### src/rtl/cpu_pkg.sv
// Shared CPU definitions: datapath width, NOP encoding, loader state encoding
// and the opcode constants used to build instruction words.
package cpu_pkg;

    localparam int DATA_W = 32;
    localparam logic [31:0] NOP = 32'h0000_0000;

    typedef enum logic [1:0] {
        IDLE = 2'd0,
        LOAD = 2'd1,
        RUN  = 2'd2
    } state_t;

    localparam logic [5:0] OP_RTYPE = 6'b000000;
    localparam logic [5:0] OP_ADDI  = 6'b001000;
    localparam logic [5:0] OP_BEQ   = 6'b000100;
    localparam logic [5:0] OP_LW    = 6'b100011;
    localparam logic [5:0] OP_SW    = 6'b101011;

    // I-type word: opcode | rs | rt | imm16
    function automatic logic [31:0] enc_i(input logic [5:0] op, input logic [4:0] rs,
                                          input logic [4:0] rt, input logic [15:0] imm);
        return {op, rs, rt, imm};
    endfunction

endpackage

### src/rtl/instr_ram.sv
// DEPTH x DATA_W instruction array: one write port, one registered read port.
// No reset on the array or the read register so it maps onto block RAM.
module instr_ram #(
    parameter int DEPTH  = 64,
    parameter int ADDR_W = 6,
    parameter int DATA_W = 32
) (
    input  logic              clk,
    input  logic              wr_en,
    input  logic [ADDR_W-1:0] wr_addr,
    input  logic [DATA_W-1:0] wr_data,
    input  logic              rd_en,
    input  logic [ADDR_W-1:0] rd_addr,
    output logic [DATA_W-1:0] rd_data
);

    logic [DATA_W-1:0] mem_reg [DEPTH];
    logic [DATA_W-1:0] rd_data_reg;

    always_ff @(posedge clk) begin
        if (wr_en) begin
            mem_reg[wr_addr] <= wr_data;
        end
        // rd_en low holds the last word, which gives the IF stage its stall behaviour
        if (rd_en) begin
            rd_data_reg <= mem_reg[rd_addr];
        end
    end

    assign rd_data = rd_data_reg;

endmodule

### src/rtl/instr_load_mem.sv
// Instruction memory with word-serial loader (IDLE -> LOAD -> RUN) and 1-cycle fetch port.
// Define INSTR_MEM_BOUNDS_NOP_EN to return NOP for fetches at or beyond the loaded image.
module instr_load_mem #(
    parameter int DEPTH  = 64,
    parameter int ADDR_W = 6,
    parameter int DATA_W = 32
) (
    input  logic              clk,
    input  logic              Reset,
    input  logic              LoadInstructions,
    input  logic [DATA_W-1:0] Instruction,
    input  logic              fetch_en,
    input  logic [31:0]       pc,
    output logic [DATA_W-1:0] instr_out,
    output logic              ready,
    output logic [ADDR_W:0]   load_count,
    output logic              load_done,
    output logic              overflow,
    output logic              misalign
);
    import cpu_pkg::*;

    localparam logic [ADDR_W:0] DEPTH_CNT = (ADDR_W+1)'(DEPTH);
    localparam logic [ADDR_W:0] ONE_CNT   = {{ADDR_W{1'b0}}, 1'b1};

    state_t            state_reg, state_next;
    logic [ADDR_W:0]   wr_ptr_reg, wr_ptr_next;
    logic              overflow_reg, overflow_next;
    logic              load_done_reg, load_done_next;
    logic              misalign_reg, misalign_next;
    logic              nop_reg, nop_next;

    logic              wr_en;
    logic [ADDR_W-1:0] wr_addr;
    logic              rd_en;
    logic [ADDR_W-1:0] rd_idx;
    logic              in_bounds;
    logic [DATA_W-1:0] rd_data;
    logic              unused_pc;

    assign rd_idx    = pc[ADDR_W+1:2];
    assign unused_pc = ^pc[31:ADDR_W+2];

`ifdef INSTR_MEM_BOUNDS_NOP_EN
    assign in_bounds = ({1'b0, rd_idx} < wr_ptr_reg);
`else
    assign in_bounds = 1'b1;
`endif

    always_ff @(posedge clk or negedge Reset) begin
        if (!Reset) begin
            state_reg <= IDLE;
        end else begin
            state_reg <= state_next;
        end
    end

    always_comb begin
        state_next = state_reg;
        case (state_reg)
            IDLE:    if (LoadInstructions)  state_next = LOAD;
            LOAD:    if (!LoadInstructions) state_next = RUN;
            RUN:     if (LoadInstructions)  state_next = LOAD;
            default: state_next = IDLE;
        endcase
    end

    // A load strobe always wins over a fetch in the same cycle; the write pointer
    // doubles as the loaded-word count and saturates at DEPTH.
    always_comb begin
        wr_en          = 1'b0;
        wr_addr        = '0;
        rd_en          = 1'b0;
        wr_ptr_next    = wr_ptr_reg;
        overflow_next  = overflow_reg;
        load_done_next = 1'b0;
        misalign_next  = misalign_reg;
        nop_next       = nop_reg;
        case (state_reg)
            IDLE, RUN: begin
                if (LoadInstructions) begin
                    wr_en         = 1'b1;
                    wr_addr       = '0;
                    wr_ptr_next   = ONE_CNT;
                    overflow_next = 1'b0;
                    nop_next      = 1'b1;
                end else if ((state_reg == RUN) && fetch_en) begin
                    rd_en         = 1'b1;
                    misalign_next = (pc[1:0] != 2'b00);
                    nop_next      = (pc[1:0] != 2'b00) || !in_bounds;
                end
            end
            LOAD: begin
                nop_next = 1'b1;
                if (LoadInstructions) begin
                    if (wr_ptr_reg < DEPTH_CNT) begin
                        wr_en       = 1'b1;
                        wr_addr     = wr_ptr_reg[ADDR_W-1:0];
                        wr_ptr_next = wr_ptr_reg + 1'b1;
                    end else begin
                        overflow_next = 1'b1;
                    end
                end else begin
                    load_done_next = 1'b1;
                end
            end
            default: ;
        endcase
    end

    always_ff @(posedge clk or negedge Reset) begin
        if (!Reset) begin
            wr_ptr_reg    <= '0;
            overflow_reg  <= 1'b0;
            load_done_reg <= 1'b0;
            misalign_reg  <= 1'b0;
            nop_reg       <= 1'b1;
        end else begin
            wr_ptr_reg    <= wr_ptr_next;
            overflow_reg  <= overflow_next;
            load_done_reg <= load_done_next;
            misalign_reg  <= misalign_next;
            nop_reg       <= nop_next;
        end
    end

    instr_ram #(
        .DEPTH  (DEPTH),
        .ADDR_W (ADDR_W),
        .DATA_W (DATA_W)
    ) u_ram (
        .clk     (clk),
        .wr_en   (wr_en),
        .wr_addr (wr_addr),
        .wr_data (Instruction),
        .rd_en   (rd_en),
        .rd_addr (rd_idx),
        .rd_data (rd_data)
    );

    // The RAM read register has no reset; nop_reg masks it until a real fetch lands.
    assign instr_out  = nop_reg ? DATA_W'(NOP) : rd_data;
    assign ready      = (state_reg == RUN);
    assign load_count = wr_ptr_reg;
    assign load_done  = load_done_reg;
    assign overflow   = overflow_reg;
    assign misalign   = misalign_reg;

endmodule

### config.mk
export PLATFORM = sky130hd
export DESIGN_NAME = instr_load_mem
export DESIGN_NICKNAME = d
export VERILOG_FILES = /design/src/rtl/cpu_pkg.sv /design/src/rtl/instr_ram.sv /design/src/rtl/instr_load_mem.sv
export SDC_FILE = /design/constraint.sdc
export NUM_CORES = 2
export LEC_CHECK = 0
export CAP_MARGIN = 20
export CORE_ASPECT_RATIO = 1.25
export CORE_MARGIN = 4
export CORE_UTILIZATION = 35
export CTS_CLUSTER_SIZE = 16
export DETAILED_ROUTE_END_ITERATION = 8
export PLACE_DENSITY = 0.53
export RECOVER_POWER = 100
export SYNTH_ARGS = -nofsm -noshare
export SYNTH_HDL_FRONTEND = slang
export SYNTH_SLANG_ARGS = --single-unit
### constraint.sdc
create_clock -name clk -period 4.05 [get_ports clk]
set_input_delay 0.6075 -clock clk [delete_from_list [all_inputs] [get_ports clk]]
set_output_delay 0.6075 -clock clk [all_outputs]
set_load 0.03 [all_outputs]
==> flow_metrics.py <==
metrics = {
    "run_status": {
        "status": "finished, violations left",
        "failed_checks": "capacitance limit, slew limit",
    },
    "final_layout": {
        "ff_latch_area_um2": 62800,
        "area_growth_pct": 14.8,
        "n_fill_cell": 19900,
        "largest_register_ffs": 2048,
        "final_layout_size_suffix_gt1_share_pct": 26.4,
        "nNetsFinal": 3905,
        "multiInputGateArea_um2": 16100,
    },
    "yosys": {
        "synth_fp_nets": 3551,
        "yosys_warnings": 0,
        "synth_edf_count": 2080,
        "synth_most_common_cell": "edfxtp_1",
        "async_flop_share_pct": 0.621,
        "ys_ff_latch": 2093,
        "synth.top_cell.area_share_pct": 78.5,
        "synth_common_cells": "edfxtp_1 (2080), mux4_2 (495), o22ai_1 (153), nor2_1 (86), clkbuf_1 (80)",
        "ys_types": 53,
        "netlist_area_um2": 79600,
        "netlist.top_cell.by_area": "edfxtp_1",
        "yosysSeqAreaShare_pct": 78.9,
        "ys_top_cells_by_area": "edfxtp_1 (78%), mux4_2 (14%), o22ai_1 (1.2%), mux2i_1 (0.67%), nor2b_1 (0.56%)",
        "syn_inst": 3482,
        "ys.flop_type": "edfxtp_1",
        "syn_area_per_cell_um2": 22.9,
    },
    "route": {
        "drtAntennaViolNets": 0,
        "wl_um": 210000,
        "vias": 37600,
        "drtIter0Drc": 3580,
        "firstDrtPassIters": 5,
        "drc": 0,
        "vias_per_cell": 5.42,
        "avgRoutedWirePerCell_um": 30.2,
    },
    "worst_setup_path": {
        "critPathArrivalTime_ps": 4000,
        "path_buf_inv": 1,
        "worst-path-stages": 6,
        "cp.required_ps": 4440,
        "crit_type": "reg2reg",
        "crit_chain": "nor2b_1, and3b_1, and2_0, nand2_1, nor2_4, clkbuf_2",
        "rrSetupSlack_ps": 440,
        "crit_path_max_incr_delay_ps": 1100,
        "r2r_end": "u_ram.mem_reg[45][1]",
        "reg2regPathDepth": 6,
        "cp_top_family": "simple AND/OR/NAND/NOR gates",
        "crit_end": "u_ram.mem_reg[45][1]",
        "crit_path_end_kind": "flip-flop",
        "worstPathMaxFanout": 32,
        "r2r_start": "state_reg[0]",
        "crit_start": "state_reg[0]",
        "cp_slowest_cell": "clkbuf_2",
        "startpoint_type": "flip-flop",
    },
    "sta": {
        "fin_crit_sh_pct": 89.1,
        "setup_tns_ps": 0,
        "slew_headroom_pct": -101,
        "worstMarginPinSlew_ps": 3020,
        "finalHoldViolCount": 0,
        "period_minus_slack_ps": 3610,
        "grt_setup_unrepaired": "no",
        "fmax_ghz": 0.277,
        "setup_viol": 0,
        "skew_ps": 54.5,
        "drv_slew": 1766,
        "fin_ws_ps": 442,
    },
    "power_and_ir_drop": {
        "p_seq_share_pct": 54.5,
        "p_sw_share_pct": 21.0,
        "p_per_area_nw_per_um2": 483,
        "cellLeakagePower_uw": 0.0280,
        "p_switching_uw": 9270,
        "p_clk_share_pct": 40.4,
        "comb_power_share_pct": 5.0,
        "peakVddDrop_uv": 309,
        "power.internal_uw": 34800,
    },
    "global_routing": {
        "grt_max_degree": 82,
        "grtUsageTotal_pct": 17.6,
        "antenna_found_initial": 12,
        "grt_pass1_wl_um": 297000,
        "overflow": 0,
        "grt_pass1_vias": 39400,
    },
    "hold_path": {
        "hold_class": "in2reg",
    },
    "die": {
        "dieArea_um2": 235000,
        "die_w_um": 434,
        "io_pins": 111,
        "initial_core_util_pct": 35.2,
        "die_h_um": 541,
        "fp.coreArea_um2": 226000,
        "fp-row-count": 195,
    },
    "clock_tree": {
        "clk_latency_ps": 830,
        "cts_resized": 0,
        "cts.sinks": 2093,
        "cts_tree": "done",
        "cts_htree_levels": 4,
        "cts_hold_buf": 0,
        "cts_root_buffer": "clkbuf_16",
        "cts_buffer_depth": 4,
        "path_clk_slew_ps": 60,
        "numCtsBuffers": 200,
        "post_cts.repair.setup_buffers": 0,
    },
    "job": {
        "drv_cap": 40,
    },
    "placement": {
        "dp_slack_ps": 411,
        "io_buffer_count": 86,
        "gp_congestion": 0.777,
        "dp.final_hpwl_um": 116000,
    },
}
-- metal layers --
metal  GRT usage [%]  part of all wire [%]  up-vias
met5               0                 0.016        -
li1                -                     -    15600
met3            2.39                   5.2      318
met1            22.5                    39    20600
met4            4.50                   2.7        4
met2            31.7                    53     1114
-- placed cells by master, fill, tap and decap left out, drive strengths merged, types with 29 or more instances in the layout --
cell type	n
mux2i	53
o22ai	153
edfxtp	2080
clkinv	76
mux4	495
mux2	30
buf	162
a211oi	36
clkbuf	391
dlygate4sd3	44
nor2b	71
o21ai	38
nand2	29
nor2	86
-- how the worst min path moves through the flow --
stage              startpoint                   end  slack [ps]  cells after the start
3_5_place_dp         overflow              overflow         510                      2
2_1_floorplan           Reset         load_count[0]         310                      0
3_3_place_gp         overflow              overflow         500                      2
4_1_cts                 Reset          state_reg[1]         170                      1
5_1_grt        Instruction[5]  u_ram.mem_reg[15][5]         120                      1
6_report       Instruction[2]  u_ram.mem_reg[33][2]         160                      1
-- metrics by stage --
stage	instances	util [%]	hold WS, ps	power, uW	instance area [um2]
after detailed placement	6565	38.2	507	26800	86200
after global routing	6941	40.4	125	45500	91300
final	6943	40.4	160	44100	91300
after floorplan	3482	-	312	25700	79600
after CTS	6916	40.8	174	44600	92300
after global placement	6563	38.1	502	26700	86200
-- power groups by stage --
stage / clock (uW) / combinational, uW / sequential [uW]
floorplan: 0 / 1180 / 24500
global placement: 0 / 2260 / 24500
detailed placement: 0 / 2290 / 24500
CTS: 18200 / 2300 / 24000
global route: 19100 / 2370 / 24000
finish: 17800 / 2220 / 24000
-- cell type report --
class / instances / area share (%)
clock buffers: 255 / 5.80
clock inverters: 96 / 0.863
multi-input cells: 1192 / 17.6
flip-flops and latches: 2093 / 68.8
inverters: 3 / 0.0123
repair buffers: 346 / 2.92
diodes: 3 / 0.00822
well taps: 2955 / 4.05
-- cells by family after synthesis --
logic type | Yosys count | synth area share, %
buffers and inverters | 197 | 1.35
adders and majority gates | 1 | 0.0157
DFF | 2093 | 78.9
AOI/OAI and AO/OA | 333 | 2.79
muxes | 578 | 15.1
xor gates and xnor gates | 3 | 0.0330
and+or+nand+nor | 277 | 1.81
(Power assumes the default switching activity.)
